`src/rtl/pc_sequencer_pkg.sv`:
```
// rtl/pc_sequencer_pkg.sv - shared next-PC select encoding, defaults and clog2 helper
package pc_sequencer_pkg;

   // Source of the next fetch address
   typedef enum logic [1:0] {
      SEL_HOLD = 2'd0,
      SEL_RET  = 2'd1,
      SEL_SEQ  = 2'd2,
      SEL_BR   = 2'd3
   } next_sel_t;

   localparam int DEFAULT_INC          = 4;
   localparam int DEFAULT_RESET_VECTOR = 0;

   // Ceiling log2, at least 1 so pointer vectors never collapse to zero width
   function automatic int clog2(input int value);
      int result;
      result = 0;
      while ((1 << result) < value) result = result + 1;
      if (result < 1) result = 1;
      return result;
   endfunction

endpackage

```
`src/rtl/pc_sequencer_return_stack.sv`:
```
// rtl/pc_sequencer_return_stack.sv - circular return-address stack with push/pop/swap
module pc_sequencer_return_stack
   import pc_sequencer_pkg::*;
#(
   parameter int  W     = 32,
   parameter int  DEPTH = 4,
   localparam int PW    = clog2(DEPTH)
) (
   input  logic         clk,
   input  logic         rst,
   input  logic         push,
   input  logic         pop,
   input  logic         swap,
   input  logic [W-1:0] push_data,
   output logic [W-1:0] top,
   output logic [PW:0]  count,
   output logic         full,
   output logic         empty,
   output logic         overflow,
   output logic         underflow
);

   logic [W-1:0]  mem [DEPTH];
   logic [PW-1:0] ptr;        // next free slot; top lives one below
   logic [PW-1:0] top_idx;
   logic          swap_hit;
   logic          do_push;
   logic          do_pop;

   assign top_idx = ptr - PW'(1);
   assign top     = mem[top_idx];
   assign empty   = (count == '0);
   assign full    = (count == (PW+1)'(DEPTH));

   // A swap on an empty stack degenerates to a plain push
   assign swap_hit  = swap && !empty;
   assign do_push   = push || (swap && empty);
   assign do_pop    = pop && !swap && !empty;
   assign overflow  = do_push && full;
   assign underflow = (pop || swap) && empty;

   // Pointer and occupancy; a push while full wraps over the oldest entry
   always_ff @(posedge clk or posedge rst) begin
      if (rst) begin
         ptr   <= '0;
         count <= '0;
      end else if (swap_hit) begin
         ptr   <= ptr;
         count <= count;
      end else if (do_push) begin
         ptr <= ptr + PW'(1);
         if (!full) count <= count + (PW+1)'(1);
      end else if (do_pop) begin
         ptr   <= ptr - PW'(1);
         count <= count - (PW+1)'(1);
      end
   end

   // Entry storage; contents are meaningless while count is zero so no reset
   always_ff @(posedge clk) begin
      if (!rst) begin
         if (swap_hit)     mem[top_idx] <= push_data;
         else if (do_push) mem[ptr]     <= push_data;
      end
   end

endmodule

```
`src/rtl/pc_sequencer.sv`:
```
// rtl/pc_sequencer.sv - fetch PC sequencer with RAS; optional PC_ALIGN_CHECK_EN redirect alignment
module pc_sequencer
   import pc_sequencer_pkg::*;
#(
   parameter int          W            = 32,
   parameter int          INC          = DEFAULT_INC,
   parameter logic [W-1:0] RESET_VECTOR = W'(DEFAULT_RESET_VECTOR),
   parameter int          RAS_DEPTH    = 4,
   localparam int         PW           = clog2(RAS_DEPTH)
) (
   input  logic         clk,
   input  logic         reset_asynchronous,
   input  logic         stall,
   input  logic         branch_taken,
   input  logic [W-1:0] branch_target,
   input  logic         call,
   input  logic         ret,
   output logic [W-1:0] pc,
   output logic [W-1:0] pc_plus_inc,
   output logic         ras_empty,
   output logic         ras_full,
   output logic         ras_overflow,
   output logic         ras_underflow,
   output logic         misalign_fault
);

   next_sel_t    sel;
   logic         push;
   logic         pop;
   logic         swap;
   logic [W-1:0] ras_top;
   logic [PW:0]  ras_count;
   logic         stk_full;
   logic         stk_empty;
   logic         ovf_pulse;
   logic         unf_pulse;
   logic         has_entry;
   logic [W-1:0] redirect;
   logic [W-1:0] redirect_final;

   assign pc_plus_inc = pc + W'(INC);
   assign has_entry   = (ras_count != '0);
   assign ras_empty   = stk_empty;
   assign ras_full    = stk_full;

   pc_sequencer_return_stack #(
      .W     (W),
      .DEPTH (RAS_DEPTH)
   ) u_ras (
      .clk       (clk),
      .rst       (reset_asynchronous),
      .push      (push),
      .pop       (pop),
      .swap      (swap),
      .push_data (pc_plus_inc),
      .top       (ras_top),
      .count     (ras_count),
      .full      (stk_full),
      .empty     (stk_empty),
      .overflow  (ovf_pulse),
      .underflow (unf_pulse)
   );

   // Next-PC source and stack operation by priority: stall, ret, branch, sequential
   always_comb begin
      sel  = SEL_SEQ;
      push = 1'b0;
      pop  = 1'b0;
      swap = 1'b0;
      if (stall) begin
         sel = SEL_HOLD;
      end else if (ret) begin
         if (call && branch_taken) begin
            swap = 1'b1;
            sel  = has_entry ? SEL_RET : SEL_BR;
         end else begin
            pop = 1'b1;
            sel = has_entry ? SEL_RET : SEL_SEQ;
         end
      end else if (branch_taken) begin
         sel  = SEL_BR;
         push = call;
      end
   end

   assign redirect = (sel == SEL_RET) ? ras_top : branch_target;

`ifdef PC_ALIGN_CHECK_EN
   localparam int          ALIGN_BITS = clog2(INC);
   localparam logic [W-1:0] LOW_MASK  = (INC > 1) ? W'((1 << ALIGN_BITS) - 1) : '0;

   logic misaligned;

   assign misaligned     = ((sel == SEL_RET) || (sel == SEL_BR)) && ((redirect & LOW_MASK) != '0);
   assign redirect_final = redirect & ~LOW_MASK;

   // Sticky fault set by any accepted redirect with nonzero low bits
   always_ff @(posedge clk or posedge reset_asynchronous) begin
      if (reset_asynchronous) misalign_fault <= 1'b0;
      else if (misaligned)    misalign_fault <= 1'b1;
   end
`else
   assign redirect_final = redirect;
   assign misalign_fault = 1'b0;
`endif

   // Fetch PC register
   always_ff @(posedge clk or posedge reset_asynchronous) begin
      if (reset_asynchronous) begin
         pc <= RESET_VECTOR;
      end else begin
         case (sel)
            SEL_HOLD: pc <= pc;
            SEL_RET:  pc <= redirect_final;
            SEL_BR:   pc <= redirect_final;
            default:  pc <= pc_plus_inc;
         endcase
      end
   end

   // Sticky RAS error flags, cleared only by reset
   always_ff @(posedge clk or posedge reset_asynchronous) begin
      if (reset_asynchronous) begin
         ras_overflow  <= 1'b0;
         ras_underflow <= 1'b0;
      end else begin
         if (ovf_pulse) ras_overflow  <= 1'b1;
         if (unf_pulse) ras_underflow <= 1'b1;
      end
   end

endmodule

```
`config.mk`:
```
export PLATFORM = sky130hd
export DESIGN_NAME = pc_sequencer
export DESIGN_NICKNAME = d
export VERILOG_FILES = /design/src/rtl/pc_sequencer_pkg.sv /design/src/rtl/pc_sequencer_return_stack.sv /design/src/rtl/pc_sequencer.sv
export SDC_FILE = /design/constraint.sdc
export NUM_CORES = 1
export LEC_CHECK = 0
export BUFFER_PORTS_ARGS = -buffer_cell sky130_fd_sc_hd__buf_2
export CAP_MARGIN = 20
export CELL_PAD_IN_SITES_DETAIL_PLACEMENT = 1
export CELL_PAD_IN_SITES_GLOBAL_PLACEMENT = 1
export CORE_MARGIN = 2
export CORE_UTILIZATION = 47
export CTS_BUF_LIST = sky130_fd_sc_hd__clkbuf_16
export DETAILED_ROUTE_END_ITERATION = 10
export PLACE_DENSITY_LB_ADDON = 0.1
export SETUP_SLACK_MARGIN = 0.15
export SLEW_MARGIN = 20
export SYNTH_ARGS = -nofsm -noshare
export SYNTH_HDL_FRONTEND = slang
export SYNTH_HIERARCHICAL = 1
export SYNTH_SLANG_ARGS = --single-unit
```
`constraint.sdc`:
```
create_clock -name clk -period 3.6 [get_ports clk]
set_input_delay 0.72 -clock clk [delete_from_list [all_inputs] [get_ports clk]]
set_output_delay 0.72 -clock clk [all_outputs]
set_load 0.01 [all_outputs]
```
Yosys cells after proc, flatten, opt, wreduce, memory -nomap -nowiden
Memory sizes are Yosys's and may differ from the RTL's.
Cells that the tools add are included.
- register bits: 39
- bits in writable memories: 128
- memories kept: 1
- $add $sub $neg: 5
- eq/ne operators: 4
- mux-type cells: 32
- bitwise operators: 1
- reduce and logical (&&, ||, !) cells: 19
- memories (memory ; words ; width ; read ports ; clocked after Yosys merged registers in ; wr ports ; RTL line ; RTL):
    u_ras.mem ; 4 ; 32 ; 1 ; 0 ; 1 ; pc_sequencer_return_stack.sv:23 ; logic [W-1:0] mem [DEPTH];
- operator list (cell ; number):
    $mux W32 ; 2
    $pmux W32 S2 ; 1
    $add A32 B3 Y32 const B ; 1
    $reduce_or A32 Y1 ; 1
    $mux W1 ; 18
    $mux W2 ; 8
    $mux W3 ; 3
    $logic_and A1 B1 Y1 ; 7
    $add A3 B1 Y3 const B ; 1
    $eq A3 B3 Y1 const B ; 1
    $logic_not A3 Y1 ; 1
    $reduce_and A3 Y1 ; 1
    $reduce_bool A3 Y1 ; 1
    $sub A3 B1 Y3 const B ; 1
    $add A2 B1 Y2 const B ; 1
    $eq A2 B1 Y1 const B ; 1
    $eq A2 B2 Y1 const B ; 1
    $logic_not A1 Y1 ; 2
    $logic_not A2 Y1 ; 1
    $logic_or A1 B1 Y1 ; 2
    $ne A2 B2 Y1 const B ; 1
    $reduce_and A2 Y1 ; 1
    $reduce_bool A2 Y1 ; 1
    $reduce_or A2 Y1 ; 1
    other kinds (2) ; 2

Depth between registers and ports, before layout
- depth after elaboration: 12
- depth in mapped cells: 12
- depth with buffers taken out: 10

Modules after synthesis
Netlist, hierarchy kept.
- by module, submodules not included (module ; times used ; cells each ; area an instance (µm²) ; seq. area each (µm²)):
    pc_sequencer_return_stack ; 1 ; 235 ; 5133.7 ; 3968.8
    pc_sequencer ; 1 ; 358 ; 2748.9 ; 850.8

Worst setup path after synthesis
OpenSTA, ideal clock, no wires.
- path type: input -> register
- start point: in stall
- end point: mem u_ras.mem[1][0], enable pin
- library setup time: 0.433 ns
- arrival: 3.639 ns
- data required time: 3.167 ns
- setup slack: -0.472 ns
- cell stages on the path: 7
- path buffers: 3
- cell sequence: clkbuf_1 -> clkbuf_1 -> clkbuf_1 -> nor3_1 -> nor2b_1 -> o21ai_1 -> o22ai_1
- RTL lines (what ; RTL line ; RTL):
    start, declared ; pc_sequencer.sv:13 ; input logic stall,
    $mux W1 (*) ; pc_sequencer.sv:70 ; if (stall) begin
    via push ; pc_sequencer.sv:28 ; logic push;
    $logic_or A1 B1 Y1 (*) ; pc_sequencer_return_stack.sv:37 ; assign do_push = push || (swap && empty);
    $mux W1 (*) ; pc_sequencer_return_stack.sv:63 ; else if (do_push) mem[ptr] <= push_data;
    $mux W1 (*) ; pc_sequencer_return_stack.sv:62 ; if (swap_hit) mem[top_idx] <= push_data;
    $mux W1 (*) ; pc_sequencer_return_stack.sv:61 ; if (!rst) begin
    $mux W1 (implied by the code) (*) ; pc_sequencer_return_stack.sv:63 ;
    $reduce_or A32 Y1 (no source line) ; -- ;
    $mux W2 (no source line) or $mux W1 (tied branches) ; -- ;
    end, declared ; pc_sequencer_return_stack.sv:23 ;
The timed path passes the listed nets; every way through them passes the cells marked *.

Worst setup path in the final report
- start point: reg pc[2]
- end point: out pc_plus_inc[20]
- word-level cells in the longest chain between the ends: 1
- ends and longest elaborated chain (what ; RTL line ; RTL):
    start, declared ; pc_sequencer.sv:18 ; output logic [W-1:0] pc,
    start signal, assigned ; pc_sequencer.sv:113 ; SEL_HOLD: pc <= pc;
    start signal, assigned ; pc_sequencer.sv:114 ; SEL_RET: pc <= redirect_final;
    start signal, assigned ; pc_sequencer.sv:115 ; SEL_BR: pc <= redirect_final;
    $add A32 B3 Y32 ; pc_sequencer.sv:41 ; assign pc_plus_inc = pc + W'(INC);
    end, declared ; pc_sequencer.sv:19 ; output logic [W-1:0] pc_plus_inc,
Every way passes these cells.

==> summary.md <==
| Metric | Value |
|---|---|
| CP top delay family | `simple AND/OR/NAND/NOR gates` |
| CP arrival | `between 2000 and 3000 ps` |
| Commonest cells in the netlist | `edfxtp_1 (128), dfrtp_1 (39), nor2_1 (39)` |
| Clk_skew | `about 9.3 ps` |
| Critical Path Fanout Max | `7` |
| IO Pins | `107` |
| Cell Area, Synth | `about 7900 um2` |
| H-tree level count | `4` |
| Status | `finished, final reports clean` |
| Slowest stage delay, CP | `around 460 ps` |
| Number of global-route vias before repair | `around 5,900` |
| Total power density per cell area | `just over 800 nW/um2` |
| Post-synthesis sequential area ratio | `61.1%` |
| Dominant synthesized flop cell | `edfxtp_1` |
| Pin count of the biggest net entering global routing | `54` |
| Relative slew slack | `a little under half` |
| FP Rows | `47` |
| Design area | `between 9000 and 10,000 um2` |
| Slowest cell on crit path | `dfrtp_1` |
| Via density per instance | `slightly above 6` |
| CTS Buf Count | `17` |
| DR iter-0 viols | `approximately 400` |
| Post-synth top area cell | `edfxtp_1` |
| P_leak | `3.49 nW` |
| Gpl congestion | `0.790` |
| Kind of start point of the critical path | `flip-flop` |
| Finished Layout Cells | `936` |
| Post-synth EDFFs | `128` |
| Num Clock Sinks | `roughly 170` |
| Stages on the worst setup path | `6` |
| Crit path required time | `approximately 2900 ps` |
| Mapped Nets | `around 630` |
| Synth Register Bits | `~170` |
| Leading cell type by number of instances after synthesis | `edfxtp_1` |
| DIE AREA | `17,800 um2` |
| WL per Instance | `~24 um` |
| DRT antenna net count | `0` |
| Clock tree buffer depth | `2` |
| Kind of critical path | `flip-flop to output port` |
| First-pass GRT wire length | `roughly 34,000 um` |
| Utilization after layout | `57.2%` |
| Core ar. | `approximately 16,000 um2` |
| Initial antenna violation count | `0` |
| Layout cells sized above 1 | `~32%` |
| GR Overflow Total | `0` |
| Max_cap viols | `0` |
| Crit-path cells | `ha_2 -> nand3_1 -> nor4_4 -> nor3b_4 -> xor2_2 -> buf_2` |
| Post-place setup slack | `roughly 540 ps` |
| R2r worst-path depth | `6` |
| Diodes inserted | `0` |
| Worst Path Buf+Inv | `1` |
| Area Growth Syn to Fin | `19.6%` |
| Fin. Hold Viols | `0` |
| Vias | `roughly 5,700` |
| Die height | `about 130 um` |
| CTS tree | `done` |
| Placed inst area | `8740 um2` |
| Synth top area cells | `edfxtp_1 (49%), dfrtp_1 (12%), mux4_2 (9.1%)` |
| Clk root buf | `clkbuf_16` |
| CP endpoint kind | `output port` |
| Final period utilization | `between 90 and 100%` |
| Setup TNS | `0 ps` |
| Clock latency on the worst-skew pair | `430 ps` |
| Share of synthesized flip-flops with an asynchronous set or reset | `between 20% and 30%` |
| Total Routing Usage GR | `about a quarter` |
| Layout Nets | `743` |
| Post-Route WL | `around 22,000 um` |
| Port bufs | `105` |
| Cts hold-fix bufs | `0` |
| Synth Warn # | `6` |
| Final-report setup violation count | `0` |
| Min-delay worst type | `primary input to async pin` |
| Post-Synthesis Cells | `593` |
| Initial Util | `between 40% and 50%` |
| Avg Cell Area, Syn | `between 10 and 15 um2` |
| Reg clk slew, reported paths | `roughly 70 ps` |
| Share of the synthesized area in the top cell type | `48.8%` |
| Slew @ Worst Pin | `roughly 810 ps` |
| First-pass iteration count of the detailed router | `4` |
| RSZ-0062 raised after global routing | `true` |
| Max Clock Freq | `between 0.2 and 0.3 GHz` |
| Post-layout min period | `between 3000 and 4000 ps` |
| Setup ws final | `approximately 270 ps` |
| Post-DP HPWL | `14,500 um` |
| Die width | `about 130 um` |
| Final Slew Violations | `0` |
| Peak VDD IR | `about 0.38 mV` |
| Placed cell count | `900` |
| FILL cells | `1,680` |
| Synth cell types | `63` |
| Drt drc | `0` |
## kinds of logic (layout without fill, tap and decap cells)
| logic type | count (synthesis) | after routing | synth area share (%) |
|---|---|---|---|
| other cells | 1 | 1 | 0.0476 |
| buf+inv | 57 | 180 | 3.29 |
| flops | 167 | 167 | 61.1 |
| fa+ha+maj | 2 | 2 | 0.317 |
| mux | 34 | 34 | 9.41 |
| compound gates | 121 | 121 | 10.1 |
| xor+xnor | 30 | 30 | 3.33 |
| simple gates | 181 | 181 | 12.3 |
## registers in the layout, indices dropped and copies added (netlist names)
name / flops
u_ras/mem: 128
pc: 32
u_ras/count: 3
u_ras/ptr: 2
ras_overflow: 1
ras_underflow: 1
## per-stage QoR
stage	power, mW	hold WS (ps)
floorplan	4.77	507
global placement	5.69	446
detailed placement	5.79	470
CTS	7.61	226
global route	8.01	234
finish	7.61	231
## what timing repair did
| item | CTS | global route |
|---|---|---|
| buffers inserted | 1 | 3 |
| pin swaps | 1 | 2 |
| setup endpoints to repair | 5 | 8 |
| gates resized for setup | 1 | 9 |
## where the power goes
group | switching (mW) | total, mW | internal [mW] | leakage [nW]
Clock | 0.785 | 1.81 | 1.03 | 0.287
Sequential | 0.588 | 3.17 | 2.58 | 1.62
Combinational | 1.49 | 2.63 | 1.14 | 1.58
## layer usage
metal	global-route usage, %	wire length, um
met1	35.7	9660
met2	41.4	11000
met3	5.78	1150
met4	7.80	311
met5	0	0
## cell usage in the layout, fill, tap and decap left out, drive strengths merged, types with 19 or more instances in the layout
cell / count
dfrtp: 39
a21oi: 25
o21ai: 37
mux4: 32
nor2: 39
nand3: 29
nor3: 19
edfxtp: 128
buf: 135
nand2: 38
## worst paths after layout
| path | startpoint | endpoint | slack [ps] |
|---|---|---|---|
| worst max-delay path | pc[2] | pc_plus_inc[20] | 270 |
| worst min-delay path | reset_asynchronous | u_ras/count[0] | 230 |
| worst max register to register | u_ras/ptr[0] | pc[15] | 1150 |
| worst min register to register | ras_overflow | ras_overflow | 470 |
| max in group asynchronous | reset_asynchronous | pc[31] | 2450 |
| min in group clk | ras_overflow | ras_overflow | 470 |
## cell type report
cell class | instances | area [um2] | area share [%]
Clock buffer | 17 | 425 | 4.51
Clock inverter | 15 | 151 | 1.61
Inverter | 13 | 48.8 | 0.518
Tap cell | 220 | 275 | 2.92
Multi-Input combinational cell | 369 | 2930 | 31.1
Sequential cell | 167 | 4820 | 51.1
Timing Repair Buffer | 135 | 776 | 8.23
Note: power is estimated with default switching activity, not from simulation.
